--- config.mk ---
export PLATFORM = sky130hd
export DESIGN_NAME = mem_arbiter
export DESIGN_NICKNAME = d
export VERILOG_FILES = /design/src/rtl/mem_arbiter.sv
export SDC_FILE = /design/constraint.sdc
export NUM_CORES = 1
export LEC_CHECK = 0
export CORE_MARGIN = 2
export CORE_UTILIZATION = 34
export CTS_BUF_LIST = sky130_fd_sc_hd__clkbuf_4 sky130_fd_sc_hd__clkbuf_8
export CTS_CLUSTER_SIZE = 10
export DETAILED_ROUTE_END_ITERATION = 10
export PLACE_DENSITY_LB_ADDON = 0.15
export SLEW_MARGIN = 20
export SYNTH_ARGS = -nofsm -noshare
export SYNTH_HDL_FRONTEND = slang
export SYNTH_SLANG_ARGS = --single-unit
--- constraint.sdc ---
create_clock -name clk -period 1.91 [get_ports clk]
set_input_delay 0.191 -clock clk [delete_from_list [all_inputs] [get_ports clk]]
set_output_delay 0.191 -clock clk [all_outputs]
set_load 0.01 [all_outputs]
--- src/rtl/mem_arbiter.sv ---
// Two-port (fetch/data) arbiter onto one shared memory; data wins collisions unless fetch has starved.
// Latency: gnt at T, mem_en at T+1, rvalid at T+1+MEM_LATENCY; one transaction outstanding.
module mem_arbiter #(
    parameter int DATA_WIDTH   = 32,
    parameter int MEM_LATENCY  = 2,
    parameter int STARVE_LIMIT = 4
) (
    input  logic                  clk,
    input  logic                  rst,
    input  logic                  i_req,
    input  logic [DATA_WIDTH-1:0] i_addr,
    output logic                  i_gnt,
    output logic                  i_rvalid,
    output logic [DATA_WIDTH-1:0] i_rdata,
    input  logic                  d_req,
    input  logic                  d_we,
    input  logic [DATA_WIDTH-1:0] d_addr,
    input  logic [DATA_WIDTH-1:0] d_wdata,
    input  logic [2:0]            d_funct3,
    output logic                  d_gnt,
    output logic                  d_rvalid,
    output logic [DATA_WIDTH-1:0] d_rdata,
    output logic                  mem_en,
    output logic                  mem_we,
    output logic [DATA_WIDTH-1:0] mem_addr,
    output logic [DATA_WIDTH-1:0] mem_wdata,
    output logic [2:0]            mem_funct3,
    input  logic [DATA_WIDTH-1:0] mem_rdata,
    output logic                  busy
);
    localparam int SW = $clog2(STARVE_LIMIT + 1);
    localparam int LW = $clog2(MEM_LATENCY + 1);

    typedef enum logic [1:0] {IDLE, ISSUE, WAIT} state_t;

    state_t        state;
    logic [SW-1:0] starve;
    logic [LW-1:0] cnt;
    logic          owner_data;
    logic          owner_wr;
    logic          fetch_wins;
    logic          last_wait;

    assign fetch_wins = (starve == SW'(STARVE_LIMIT));

    // Grants are gated by rst so outputs stay low during reset even with requests held.
    assign i_gnt = rst && (state == IDLE) && i_req && (!d_req || fetch_wins);
    assign d_gnt = rst && (state == IDLE) && d_req && !(i_req && fetch_wins);

    assign busy      = (state != IDLE);
    assign last_wait = (state == WAIT) && (cnt == LW'(MEM_LATENCY - 1));
    assign i_rvalid  = last_wait && !owner_data;
    assign d_rvalid  = last_wait && owner_data;
    assign i_rdata   = i_rvalid ? mem_rdata : '0;
    assign d_rdata   = (d_rvalid && !owner_wr) ? mem_rdata : '0;

    always_ff @(posedge clk or negedge rst) begin
        if (!rst) begin
            state      <= IDLE;
            starve     <= '0;
            cnt        <= '0;
            owner_data <= 1'b0;
            owner_wr   <= 1'b0;
            mem_en     <= 1'b0;
            mem_we     <= 1'b0;
            mem_addr   <= '0;
            mem_wdata  <= '0;
            mem_funct3 <= 3'b000;
        end else begin
            // The mem_* registers double as the captured request; they are live only in ISSUE.
            mem_en     <= 1'b0;
            mem_we     <= 1'b0;
            mem_addr   <= '0;
            mem_wdata  <= '0;
            mem_funct3 <= 3'b000;
            case (state)
                IDLE: begin
                    if (i_gnt || !i_req) begin
                        starve <= '0;
                    end else if (d_req && !fetch_wins) begin
                        starve <= starve + SW'(1);
                    end
                    if (d_gnt) begin
                        state      <= ISSUE;
                        owner_data <= 1'b1;
                        owner_wr   <= d_we;
                        mem_en     <= 1'b1;
                        mem_we     <= d_we;
                        mem_addr   <= d_addr;
                        mem_wdata  <= d_wdata;
                        mem_funct3 <= d_funct3;
                    end else if (i_gnt) begin
                        state      <= ISSUE;
                        owner_data <= 1'b0;
                        owner_wr   <= 1'b0;
                        mem_en     <= 1'b1;
                        mem_addr   <= i_addr;
                        mem_funct3 <= 3'b010;
                    end
                end
                ISSUE: begin
                    state <= WAIT;
                    cnt   <= '0;
                end
                WAIT: begin
                    if (cnt == LW'(MEM_LATENCY - 1)) begin
                        state <= IDLE;
                    end else begin
                        cnt <= cnt + LW'(1);
                    end
                end
                default: state <= IDLE;
            endcase
        end
    end
endmodule

Word-level counts from Yosys, hierarchy flattened
Cells that the tools add are included.

Register bits: 78. Input bits: 136.

Add/subtract/negate cells: 2. Equality and inequality tests: 7. Multiplexer cells: 26. Reductions and logical operators: 28.

Operators by type and width (number): two-way mux 32 bit (7); two-way mux 3 bit (4); logical AND 1 bit (11); two-way mux 2 bit (5); two-way mux 1 bit (8); AND reduction 2 bit (4); nonzero test 2 bit (4); logical NOT 1 bit (6); one-hot mux 2 bit (3 select lines) (1); equality test 2 x 1 -> 1 bit, second input constant (2); one-hot mux 2 bit (2 select lines) (1); adder 3 x 1 -> 3 bit, second input constant (1); equality test 3 bit, second input constant (1); != test 3 bit, second input constant (1); adder 2 x 1 -> 2 bit, second input constant (1); equality test 2 bit, second input constant (1); logical NOT 2 bit (1); logical OR 1 bit (2); != test 2 x 1 -> 1 bit, second input constant (1); != test 2 bit, second input constant (1).

Longest topological paths before layout
Gate-level depths: netlist of run 1.

Depth in word-level cells: 7. Mapped depth: 7.

Worst setup path after synthesis of run 1
No wires, ideal clock.

Path type: reg2out. Start point: reg cnt[1]. End point: out i_rdata[22]. Arrival: 1.497 ns. Data required time: 1.719 ns. Setup slack: 0.222 ns. Cell stages (with the launch flop): 7. Buffers on the path: 1. Path through: dfrtp_1 inv_1 ha_1 nand2_1 nor3_1 clkbuf_1 and2_1.

Cells in the longest elaborated chain, start to end: 4.

RTL lines: from (decl) (RTL line 38) `logic [LW-1:0] cnt;`; from (signal assigned) (RTL line 109) `cnt <= cnt + LW'(1);`; equality test 2 x 1 -> 1 bit (RTL line 51) `assign last_wait = (state == WAIT) && (cnt == LW'(MEM_LATENCY - 1));`; logical AND 1 bit (RTL line 51); logical AND 1 bit (RTL line 52) `assign i_rvalid = last_wait && !owner_data;`; net i_rvalid (RTL line 13) `output logic i_rvalid,`; two-way mux 32 bit (RTL line 54) `assign i_rdata = i_rvalid ? mem_rdata : '0;`; to (decl) (RTL line 14) `output logic [DATA_WIDTH-1:0] i_rdata,`.

The timed path passes the listed nets, and every way through them passes these cells.

Worst setup path in the final report of run 1
Start point: reg cnt[1]. End point: out d_rdata[20].

Cells in the longest elaborated chain, start to end: 5.

RTL lines: equality test 2 x 1 -> 1 bit (RTL line 51); logical AND 1 bit (RTL line 51); logical AND 1 bit (RTL line 53) `assign d_rvalid = last_wait && owner_data;`; logical AND 1 bit (RTL line 55) `assign d_rdata = (d_rvalid && !owner_wr) ? mem_rdata : '0;`; two-way mux 32 bit (RTL line 55); to (decl) (RTL line 22) `output logic [DATA_WIDTH-1:0] d_rdata,`.

Every way passes these cells.

==> metrics.log, run 1 <==
[metrics] status: complete, but fails checks
[metrics] violations in the final reports: negative hold slack, negative setup slack
[metrics] Post-Route WL: 13.0 mm
[metrics] insertion delay to the later sink of the worst-skew pair: roughly 0.35 ns
[metrics] top fanout value on the critical path: 8
[metrics] buffer levels on the longest clock path: 2
[metrics] cell at the root of the clock tree: sky130_fd_sc_hd__clkbuf_8
[metrics] sequential cell area fraction in the yosys report: 0.557
[metrics] yosys warns: 0
[metrics] Max-Slew Margin vs Limit: 0.727
[metrics] pin count of the biggest net entering global routing: between 80 and 90
[metrics] count of distinct cell types in the synthesized netlist: 30
[metrics] reported leakage power: around 3.2 nW
[metrics] Arr. time, crit path: ~1.8 ns
[metrics] count of standard-cell rows: 37
[metrics] Period minus WS final: between 2 and 2.5 ns
[metrics] data required time at the worst endpoint: between 1.5 and 2 ns
[metrics] period utilisation layout: 1.06
[metrics] 1st-iter DRT viols: 210
[metrics] initial antenna violation count: 0
[metrics] series of cell instances along the critical path: inv_2 > ha_4 > nand2_4 > nor3b_4 > buf_6 > buf_16 > and3_1 > buf_2
[metrics] number of vias per cell: just under 5
[metrics] placed cell count: ~750
[metrics] TritonCTS Buffers: 9
[metrics] power density normalized to cell area: roughly 800 nW/µm²
[metrics] leading register cell type out of synthesis: sky130_fd_sc_hd__dfrtp_1
[metrics] Post-synth EDFFs: 0
[metrics] maximum resistive drop on vdd: roughly 0.37 mV
[metrics] number of global-route vias before repair: 3785
[metrics] antenna violation net count after detailed routing: 0
[metrics] fraction of final layout cells with drive strength greater than 1: 0.257
[metrics] area fraction of the dominant cell type after synthesis: 0.557
[metrics] number of I/O pins: between 200 and 300
[metrics] DP Wirelength: between 9 and 10 mm
[metrics] worst hold margin: -0.118 ns
[metrics] worst r2r src: starve[1]
[metrics] leading area contributor after synthesis: sky130_fd_sc_hd__dfrtp_1
[metrics] worst setup slack for register-to-register paths: 0.18 ns
[metrics] last weighted congestion value of the routability-driven placer: between 0.7 and 0.8
[metrics] Detailed Routing Iterations Pass 1: 4
[metrics] clock transition at the registers of the reported paths: roughly 0.08 ns
[metrics] synthesized area divided by synthesized cell count: between 9 and 10 µm²
[metrics] clock tree from TritonCTS: yes
[metrics] most common cell after layout, fill and taps aside: sky130_fd_sc_hd__clkdlybuf4s50_1
[metrics] share of flip-flops with an asynchronous set or reset: 1.00
[metrics] diode insertion count for antenna repair: 0
[metrics] cell at the slowest stage of the critical path: sky130_fd_sc_hd__dfrtp_1
[metrics] most frequent cells in the layout: sky130_fd_sc_hd__clkdlybuf4s50_1 (203), sky130_fd_sc_hd__dfrtp_1 (78), sky130_fd_sc_hd__nand3_1 (66)
[metrics] post-route non-filler standard cell count: just under 800
[metrics] total via count in the routed design: roughly 3.8k
[metrics] post-detailed-route DRC marker count: 0
[metrics] path type of the worst setup path: reg -> out
[metrics] Seq cells post-synth: between 70 and 80
[metrics] starting density of the core: 0.344
[metrics] combined global-route utilization of all metal layers: 0.234
[metrics] number of H-tree branching levels: 3
[metrics] Max Cap Viol: 0
[metrics] number of buffers added on ports: 273
[metrics] Cell Area, Synth: ~3500 µm²
[metrics] achievable frequency: around 500 MHz
[metrics] wire length of the first global-routing pass: ~20 mm
[metrics] PnR worst setup slack: -0.108 ns
[metrics] post-route core utilization: 0.683
[metrics] kind of start point of the critical path: flop
[metrics] Syn-to-layout area delta: 98.4%
[metrics] Horiz. Die Dim: 106 µm
[metrics] Reg2Reg Capture Point: starve[0]
[metrics] count of cells along the worst register-to-register path: 6
[metrics] HP Class: in -> async
[metrics] post-synthesis net count: around 500
[metrics] total of endpoints with negative setup slack in the final report: 38
[metrics] setup repair after global routing missed its margin: true
[metrics] CP endpoint kind: output port
[metrics] NumNets Final: 779
[metrics] number of endpoints with negative hold slack in the final report: between 70 and 80
[metrics] core area: 10200 µm²
[metrics] post-route clock skew: 0.00788 ns
[metrics] slew at the pin closest to its max-slew limit: around 0.4 ns
[metrics] cell types occupying the most area after synthesis: sky130_fd_sc_hd__dfrtp_1 (56%), sky130_fd_sc_hd__and2_1 (12%), sky130_fd_sc_hd__nand3_1 (9.4%)
[metrics] number of clock sinks: 78
[metrics] delay contributed by the slowest stage of the critical path: a little under 0.4 ns
[metrics] number of instances in the synthesized netlist: 352
[metrics] vertical die dimension: about 110 µm
[metrics] max-slew violation count: 0
[metrics] grt total ovfl: 0
[metrics] full die area: 11100 µm²
[metrics] routed length per instance: 16.7 µm
[what timing repair did]
| action | CTS | global route |
|---|---|---|
| gates cloned | 5 | 0 |
| pin swaps | 14 | 15 |
| hold endpoints to repair | 78 | 78 |
| buffers inserted | 9 | 2 |
| resized for setup | 290 | 67 |
| endpoints found under the setup margin | 69 | 69 |
[state kept, by name, indices dropped and copies added (netlist names), 2 cells and up]
register    count
mem_addr       32
mem_wdata      32
mem_funct3      3
starve          3
cnt             2
state           2
[logic make-up after synthesis]
logic type | count (synthesis) | share of synthesized area
compound gates | 45 | 0.0746
flops | 78 | 0.557
fa+ha+maj | 3 | 0.0107
mux | 3 | 0.00893
buf+inv | 39 | 0.0439
simple gates | 184 | 0.305
[worst max-delay path, delay by kind of cell (launching register included)]
family        cells  cell delay (ns)
simple gates      3             0.47
fa+ha+maj         1             0.14
flops             1             0.39
buf+inv           4             0.48
[worst max-delay path by stage]
stage	slack, ns	cells after the start	start	end
after floorplan	0.22	6	cnt[1]	i_rdata[22]
after global placement	-0.08	5	d_req	i_gnt
after detailed placement	-0.15	7	cnt[1]	d_rdata[28]
after CTS	-0.16	9	cnt[1]	d_rdata[19]
after global routing	-0.20	8	cnt[1]	d_rdata[20]
final	-0.11	8	cnt[1]	d_rdata[20]
[per-layer routing]
metal | share of wire | track usage
met1 | 0.33 | 0.224
met2 | 0.55 | 0.447
met3 | 0.089 | 0.0823
met4 | 0.031 | 0.101
met5 | 0 | 0
[synth_stat cells, types with 2 or more instances]
master,n
sky130_fd_sc_hd__a21o_1,2
sky130_fd_sc_hd__a21oi_1,33
sky130_fd_sc_hd__a22o_1,3
sky130_fd_sc_hd__a31o_2,2
sky130_fd_sc_hd__and2_1,66
sky130_fd_sc_hd__and3_1,33
sky130_fd_sc_hd__buf_2,6
sky130_fd_sc_hd__clkbuf_1,25
sky130_fd_sc_hd__dfrtp_1,78
sky130_fd_sc_hd__ha_1,3
sky130_fd_sc_hd__inv_1,7
sky130_fd_sc_hd__mux2i_1,2
sky130_fd_sc_hd__nand2_1,3
sky130_fd_sc_hd__nand3_1,66
sky130_fd_sc_hd__nor2_1,4
sky130_fd_sc_hd__nor3_1,3
sky130_fd_sc_hd__o31ai_1,2
sky130_fd_sc_hd__or3b_1,2
[cell type report]
type / instances / area, µm²
fill: 796 / 3230
timing repair buffer: 309 / 3040
sequential: 78 / 1950
multi-input combinational: 235 / 1560
tap: 136 / 170
clock buffer: 11 / 151
clock inverter: 5 / 56.3
inverter: 7 / 26.3
[power breakdown]
group	internal, mW	switching, mW
Combinational	1.28	1.02
Clock	0.675	0.609
Sequential	1.88	0.0947
[through the flow]
stage / cell area, µm² / setup slack, ns / hold WS [ns] / power [mW] / TNS (ns)
global placement: 6500 / -0.0757 / 0.273 / 3.98 / -1.92
detailed placement: 6500 / -0.150 / 0.277 / 4.05 / -5.76
global route: 6950 / -0.200 / -0.107 / 5.86 / -7.58
finish: 6950 / -0.108 / -0.118 / 5.56 / -2.98
CTS: 6870 / -0.163 / -0.119 / 5.57 / -6.61
floorplan: 3500 / 0.222 / -0.105 / 2.82 / 0
(Power assumes the default switching activity.)
==> run 2: changes to the inputs <==
- GPL_ROUTABILITY_DRIVEN: default -> 0
==> results of run 2 <==
The final DEF is identical to that of run 1; final timing and power are the same.
